**config.mk**
```make
export PLATFORM = sky130hd
export DESIGN_NAME = hazard_stall_ctrl
export DESIGN_NICKNAME = d
export VERILOG_FILES = /design/src/rtl/rv32i_types.sv /design/src/rtl/hazard_lu_detect.sv /design/src/rtl/hazard_stall_ctrl.sv
export SDC_FILE = /design/constraint.sdc
export NUM_CORES = 1
export LEC_CHECK = 0
export CORE_UTILIZATION = 42
export DETAILED_ROUTE_END_ITERATION = 10
export GPL_TIMING_DRIVEN = 0
export PLACE_DENSITY = 0.77
export SLEW_MARGIN = 0
export SYNTH_ARGS = -nofsm -noshare
export SYNTH_HDL_FRONTEND = slang
export SYNTH_SLANG_ARGS = --single-unit
```
**constraint.sdc**
```tcl
create_clock -name clk -period 3.2 [get_ports clk]
set_clock_uncertainty 0.1 [all_clocks]
set_input_delay 0.32 -clock clk [delete_from_list [all_inputs] [get_ports clk]]
set_output_delay 0.32 -clock clk [all_outputs]
set_load 0.01 [all_outputs]
```
**src/rtl/rv32i_types.sv**
```systemverilog
// Shared rv32i pipeline types: register numbers, opcodes, stage control
// words and the hazard controller state encoding.
package rv32i_types;

  typedef logic [4:0] rv32i_reg;

  typedef enum logic [6:0] {
    op_load  = 7'b0000011,
    op_imm   = 7'b0010011,
    op_auipc = 7'b0010111,
    op_store = 7'b0100011,
    op_reg   = 7'b0110011,
    op_lui   = 7'b0110111,
    op_br    = 7'b1100011,
    op_jal   = 7'b1101111
  } rv32i_opcode;

  typedef struct packed {
    rv32i_opcode opcode;
    logic        load_regfile;
    logic        mem_read;
    logic        mem_write;
  } rv32i_control_word;

  typedef enum logic {
    RUN    = 1'b0,
    FROZEN = 1'b1
  } hazard_state_t;

endpackage

```
**src/rtl/hazard_lu_detect.sv**
```systemverilog
// Load-use detector: a load in EX whose destination feeds a source that the
// ID instruction actually reads.
module hazard_lu_detect
  import rv32i_types::*;
(
  input  rv32i_reg          ID_rs1_num,
  input  rv32i_reg          ID_rs2_num,
  input  rv32i_opcode       ID_opcode,
  input  rv32i_reg          EX_rd_num,
  input  rv32i_control_word EX_ctrlword,
  output logic              lu
);

  logic rs1_used, rs2_used, ex_load;

  // Immediate-only formats carry garbage in the rs fields; ignore them.
  assign rs1_used = !(ID_opcode inside {op_lui, op_auipc, op_jal});
  assign rs2_used =   ID_opcode inside {op_reg, op_store, op_br};

  assign ex_load = (EX_ctrlword.opcode == op_load) && EX_ctrlword.load_regfile &&
                   (EX_rd_num != '0);

  assign lu = ex_load && ((rs1_used && (ID_rs1_num == EX_rd_num)) ||
                          (rs2_used && (ID_rs2_num == EX_rd_num)));

endmodule

```
**src/rtl/hazard_stall_ctrl.sv**
```systemverilog
// Pipeline stall/flush/bubble controller: freezes on cache misses, flushes on
// taken branches, bubbles load-use, and remembers caches that finished early.
module hazard_stall_ctrl
  import rv32i_types::*;
(
  input  logic              clk,
  input  logic              rst,
  input  rv32i_reg          ID_rs1_num,
  input  rv32i_reg          ID_rs2_num,
  input  rv32i_control_word ID_ctrlword,
  input  rv32i_reg          EX_rd_num,
  input  rv32i_control_word EX_ctrlword,
  input  logic              EX_br_taken,
  input  rv32i_control_word MEM_ctrlword,
  input  logic              icache_resp,
  input  logic              dcache_resp,
  output logic              icache_read,
  output logic              dcache_req_en,
  output logic              icache_capture,
  output logic              dcache_capture,
  output logic              pc_load,
  output logic              IF_ID_load,
  output logic              ID_EX_load,
  output logic              EX_MEM_load,
  output logic              MEM_WB_load,
  output logic              IF_ID_bubble,
  output logic              ID_EX_bubble,
  output logic [31:0]       lu_stall_count,
  output logic [31:0]       mem_stall_count,
  output logic [31:0]       flush_count
);

  hazard_state_t state;
  logic i_done, d_done;
  logic lu, dmem_access, i_pend, d_pend, freeze;
  logic win_br, win_lu;
  logic unused_ctrl;

  hazard_lu_detect u_lu (
    .ID_rs1_num  (ID_rs1_num),
    .ID_rs2_num  (ID_rs2_num),
    .ID_opcode   (ID_ctrlword.opcode),
    .EX_rd_num   (EX_rd_num),
    .EX_ctrlword (EX_ctrlword),
    .lu          (lu)
  );

  assign unused_ctrl = ^{ID_ctrlword.load_regfile, ID_ctrlword.mem_read, ID_ctrlword.mem_write,
                         EX_ctrlword.mem_read, EX_ctrlword.mem_write,
                         MEM_ctrlword.opcode, MEM_ctrlword.load_regfile};

  assign dmem_access = MEM_ctrlword.mem_read | MEM_ctrlword.mem_write;
  assign i_pend      = !icache_resp & !i_done;
  assign d_pend      = dmem_access & !dcache_resp & !d_done;
  // Held low in reset so nothing downstream (flags, counters) sees a freeze.
  assign freeze      = !rst & (i_pend | d_pend);
  assign win_br      = !rst & !freeze & EX_br_taken;
  assign win_lu      = !rst & !freeze & !EX_br_taken & lu;

  always_comb begin
    icache_read    = 1'b0;
    dcache_req_en  = 1'b0;
    icache_capture = 1'b0;
    dcache_capture = 1'b0;
    pc_load        = 1'b0;
    IF_ID_load     = 1'b0;
    ID_EX_load     = 1'b0;
    EX_MEM_load    = 1'b0;
    MEM_WB_load    = 1'b0;
    IF_ID_bubble   = 1'b0;
    ID_EX_bubble   = 1'b0;
    if (!rst) begin
      icache_read    = !i_done;
      dcache_req_en  = dmem_access & !d_done;
      icache_capture = freeze & icache_resp;
      dcache_capture = freeze & dmem_access & dcache_resp;
      if (!freeze) begin
        pc_load      = !win_lu;
        IF_ID_load   = !win_lu;
        ID_EX_load   = 1'b1;
        EX_MEM_load  = 1'b1;
        MEM_WB_load  = 1'b1;
        IF_ID_bubble = win_br;
        ID_EX_bubble = win_br | win_lu;
      end
    end
  end

  always_ff @(posedge clk or posedge rst) begin
    if (rst) begin
      state           <= RUN;
      i_done          <= 1'b0;
      d_done          <= 1'b0;
      lu_stall_count  <= '0;
      mem_stall_count <= '0;
      flush_count     <= '0;
    end else begin
      state <= freeze ? FROZEN : RUN;
      // Flags can only be set during a freeze, so the first RUN cycle after
      // FROZEN is exactly when the stages consume the side-registered data.
      if (state == FROZEN && !freeze) begin
        i_done <= 1'b0;
        d_done <= 1'b0;
      end else begin
        if (icache_capture) i_done <= 1'b1;
        if (dcache_capture) d_done <= 1'b1;
      end
      if (freeze) mem_stall_count <= mem_stall_count + 32'd1;
      if (win_lu) lu_stall_count  <= lu_stall_count + 32'd1;
      if (win_br) flush_count     <= flush_count + 32'd1;
    end
  end

endmodule
```
==> impl_metrics.py <==
metrics = {
    "flow_run": {
        "maxCapViolCount": 0,
    },
    "layout": {
        "antenna_cells": 0,
        "finalNetCount": 643,
        "finalInstanceArea_sq_um": 6530,
        "fill_cells": 965,
        "fin_util_pct": 60.3,
        "multiInputGateArea_sq_um": 2140,
        "layout-drive-gt1-share_pct": 6.55,
        "areaGrowthSynthToFinish_pct": 39.3,
        "finalNonFillerCells": 735,
        "register_area_sq_um": 2480,
    },
    "power_and_ir_drop": {
        "power_frac_seq_pct": 53.4,
        "p_int_mw": 1.95,
        "combPwrFrac_pct": 18.9,
        "ir_drop_mv": 0.319,
        "p_switching_mw": 0.738,
        "pwr-share-clk_pct": 27.7,
        "cellPowerDensity_nw_per_um2": 411,
        "total_leakage_power_nw": 2.89,
        "swShare_pct": 27.5,
    },
    "die": {
        "die_x_um": 108,
        "die_area_sq_um": 11600,
        "die_y_um": 108,
        "num_rows": 38,
        "initial_core_util_pct": 43.3,
        "ios": 157,
        "core-area_sq_um": 10800,
    },
    "setup_path": {
        "critPathRequiredTime_ps": 2780,
        "endpoint_kind": "primary output",
        "crit_arrival_ps": 2620,
        "startpoint_type": "input pin",
        "criticalPathCategory": "in -> out",
        "worstPathMaxFanout": 3,
    },
    "synthesis": {
        "synthDistinctLibCells": 45,
        "synth_fp_nets": 489,
        "synthCells": 436,
        "netlist_area_sq_um": 4690,
        "ys_warn_count": 0,
        "synth-seq-cells": 99,
        "ys_seq_area_share_pct": 52.8,
        "synth.avg_cell_area_sq_um": 10.8,
    },
    "clock_tree": {
        "clkLatencyLatePin_ps": 360,
        "numCtsBuffers": 9,
        "cts_tree": "built",
        "cts_max_level": 3,
        "cts_root_buf": "clkbuf_8",
        "clk_path_buf_depth": 2,
        "post-cts-setup-buffer-count": 0,
        "clk_pin_slew_ps": 90,
        "cts_sinks": 99,
    },
    "detailed_routing": {
        "firstDrtPassIters": 4,
        "drcViolationCount": 0,
        "wl_per_cell_um": 14.2,
        "via_per_inst": 5.11,
        "final_antenna_net_count": 0,
        "drt-initial-drc-count": 118,
        "wl_mm": 10.4,
        "route.vias.total": 3753,
    },
    "grt": {
        "grt_usage_pct": 18.9,
        "grt_pass1_wl_mm": 17.2,
        "antenna_found_initial": 0,
        "grt_pass1_vias": 3668,
        "gr-total-overflow": 0,
        "grt_start_max_net_pins": 61,
    },
    "placed_design": {
        "place_area_sq_um": 6320,
        "gp_congestion": 0.823,
        "dp_hpwl_mm": 7.87,
        "portBuffers": 142,
        "dp.cells": 719,
        "dp_slack_ps": -49.7,
    },
    "sta": {
        "finalMaxSlewViolations": 0,
        "tns_ps": 0,
        "setup_slack_ps": 163,
        "relSlewSlack_pct": 60.9,
        "rsz0062_at_grt": "yes",
        "hold_viol": 0,
        "fmax_ghz": 0.329,
        "finalSetupViolCount": 0,
        "tightest_slew_ps": 585,
        "fin_crit_ps": 3040,
        "min_period_over_period_pct": 94.9,
    },
    "status": {
        "status": "complete, no violations",
    },
    "min_path": {
        "hold_class": "reg -> reg",
    },
}
repair_timing:
item,4_1_cts,5_1_grt
hold buffers,1,0
resized for setup,1,3
setup endpoints to repair,1,3
hold endpoints to repair,39,0
gates cloned,0,0
cells in the final DEF, fill, tap and decap left out, types with 3 or more instances in the layout:
cell,n
nor3_2,3
nor2_1,28
nor3b_1,5
nand4_1,22
buf_4,3
or3_1,3
clkbuf_8,11
xor2_1,46
nor3_1,21
clkdlybuf4s50_1,142
inv_1,12
and4_1,8
dfrtp_1,99
ha_1,3
and3_1,11
nor4_1,9
nand3_1,27
nand2_1,42
xnor2_1,56
registers in the layout, indices dropped and copies added, names as in the netlist:
register	cells
d_done	1
i_done	1
flush_count	32
mem_stall_count	32
lu_stall_count	32
state	1
critical path: stages:
cell,delay (ps)
clkdlybuf4s50_1,470
or4_1,530
nor2_1,240
nor3_1,110
a21oi_1,260
buf_4,150
clkdlybuf4s50_1,530
final cells by class:
class	count	area share, %
clock buffers	12	2.38
inverters	13	0.785
repair buffers	144	22.3
multi-input cells	315	32.7
well taps	140	2.68
plain buffers	8	0.785
clock inverters	4	0.383
flip-flops and latches	99	37.9
path summary, 6_finish.rpt:
| path | start | endpoint | slack [ps] | depth (start not counted) |
|---|---|---|---|---|
| hold reg to reg | mem_stall_count[31] | mem_stall_count[31] | 370 | 1 |
| setup / recovery | EX_rd_num[0] | pc_load | 160 | 7 |
| hold / removal | mem_stall_count[31] | mem_stall_count[31] | 370 | 1 |
| min in group asynchronous | rst | mem_stall_count[7] | 500 | 3 |
| max in group asynchronous | rst | flush_count[5] | 1820 | 4 |
| setup reg to reg | lu_stall_count[16] | lu_stall_count[31] | 860 | 6 |
Yosys cell counts (all sizes together):
cell	number	area, sq um
o21ai	4	23.8
ha	3	37.5
xor2	46	403
a21o	2	15.0
or3	4	30.0
o21ba	1	16.3
nand4b	1	8.76
nor4	11	75.1
o2111a	1	11.3
nand3	27	135
or4	1	7.51
nand2	43	164
xnor2	57	507
or2	3	18.8
mux2	2	22.5
o22a	1	8.76
nor3	24	130
inv	13	48.8
and2	3	18.8
and3	11	68.8
buf	7	47.5
nand4	23	150
nor2	28	105
a21oi	1	5.00
o21bai	1	7.51
dfrtp	99	2480
clkbuf	2	7.51
nor4b	1	8.76
and4	9	81.3
nor3b	5	37.5
nand2b	2	12.5
metal layers:
metal	up-vias	global-route usage, %	part of all wire (%)
li1	1796	-	-
met1	1836	23.0	43
met2	110	32.0	48
met3	11	5.51	7.4
met4	0	6.36	1.3
met5	-	0	0
power by group through the flow:
stage / clock network, mW / registers [mW] / logic (mW)
5_1_grt: 0.820 / 1.45 / 0.555
3_3_place_gp: 0 / 1.45 / 0.493
3_5_place_dp: 0 / 1.46 / 0.509
6_report: 0.742 / 1.43 / 0.507
4_1_cts: 0.761 / 1.43 / 0.513
2_1_floorplan: 0 / 1.46 / 0.206
logic make-up after synthesis:
| group | after synthesis | share of synthesized area [%] |
|---|---|---|
| mux | 2 | 0.480 |
| fa+ha+maj | 3 | 0.800 |
| simple gates | 196 | 22.4 |
| flops | 99 | 52.8 |
| compound gates | 11 | 1.87 |
| xor+xnor | 103 | 19.4 |
| buf+inv | 22 | 2.21 |
stage by stage:
stage / hold slack, ps / power [mW]
floorplan: 344 / 1.67
global placement: 356 / 1.95
detailed placement: 313 / 1.97
CTS: 379 / 2.71
global route: 399 / 2.83
finish: 375 / 2.68
No activity file was read; power rests on OpenSTA's default activity.
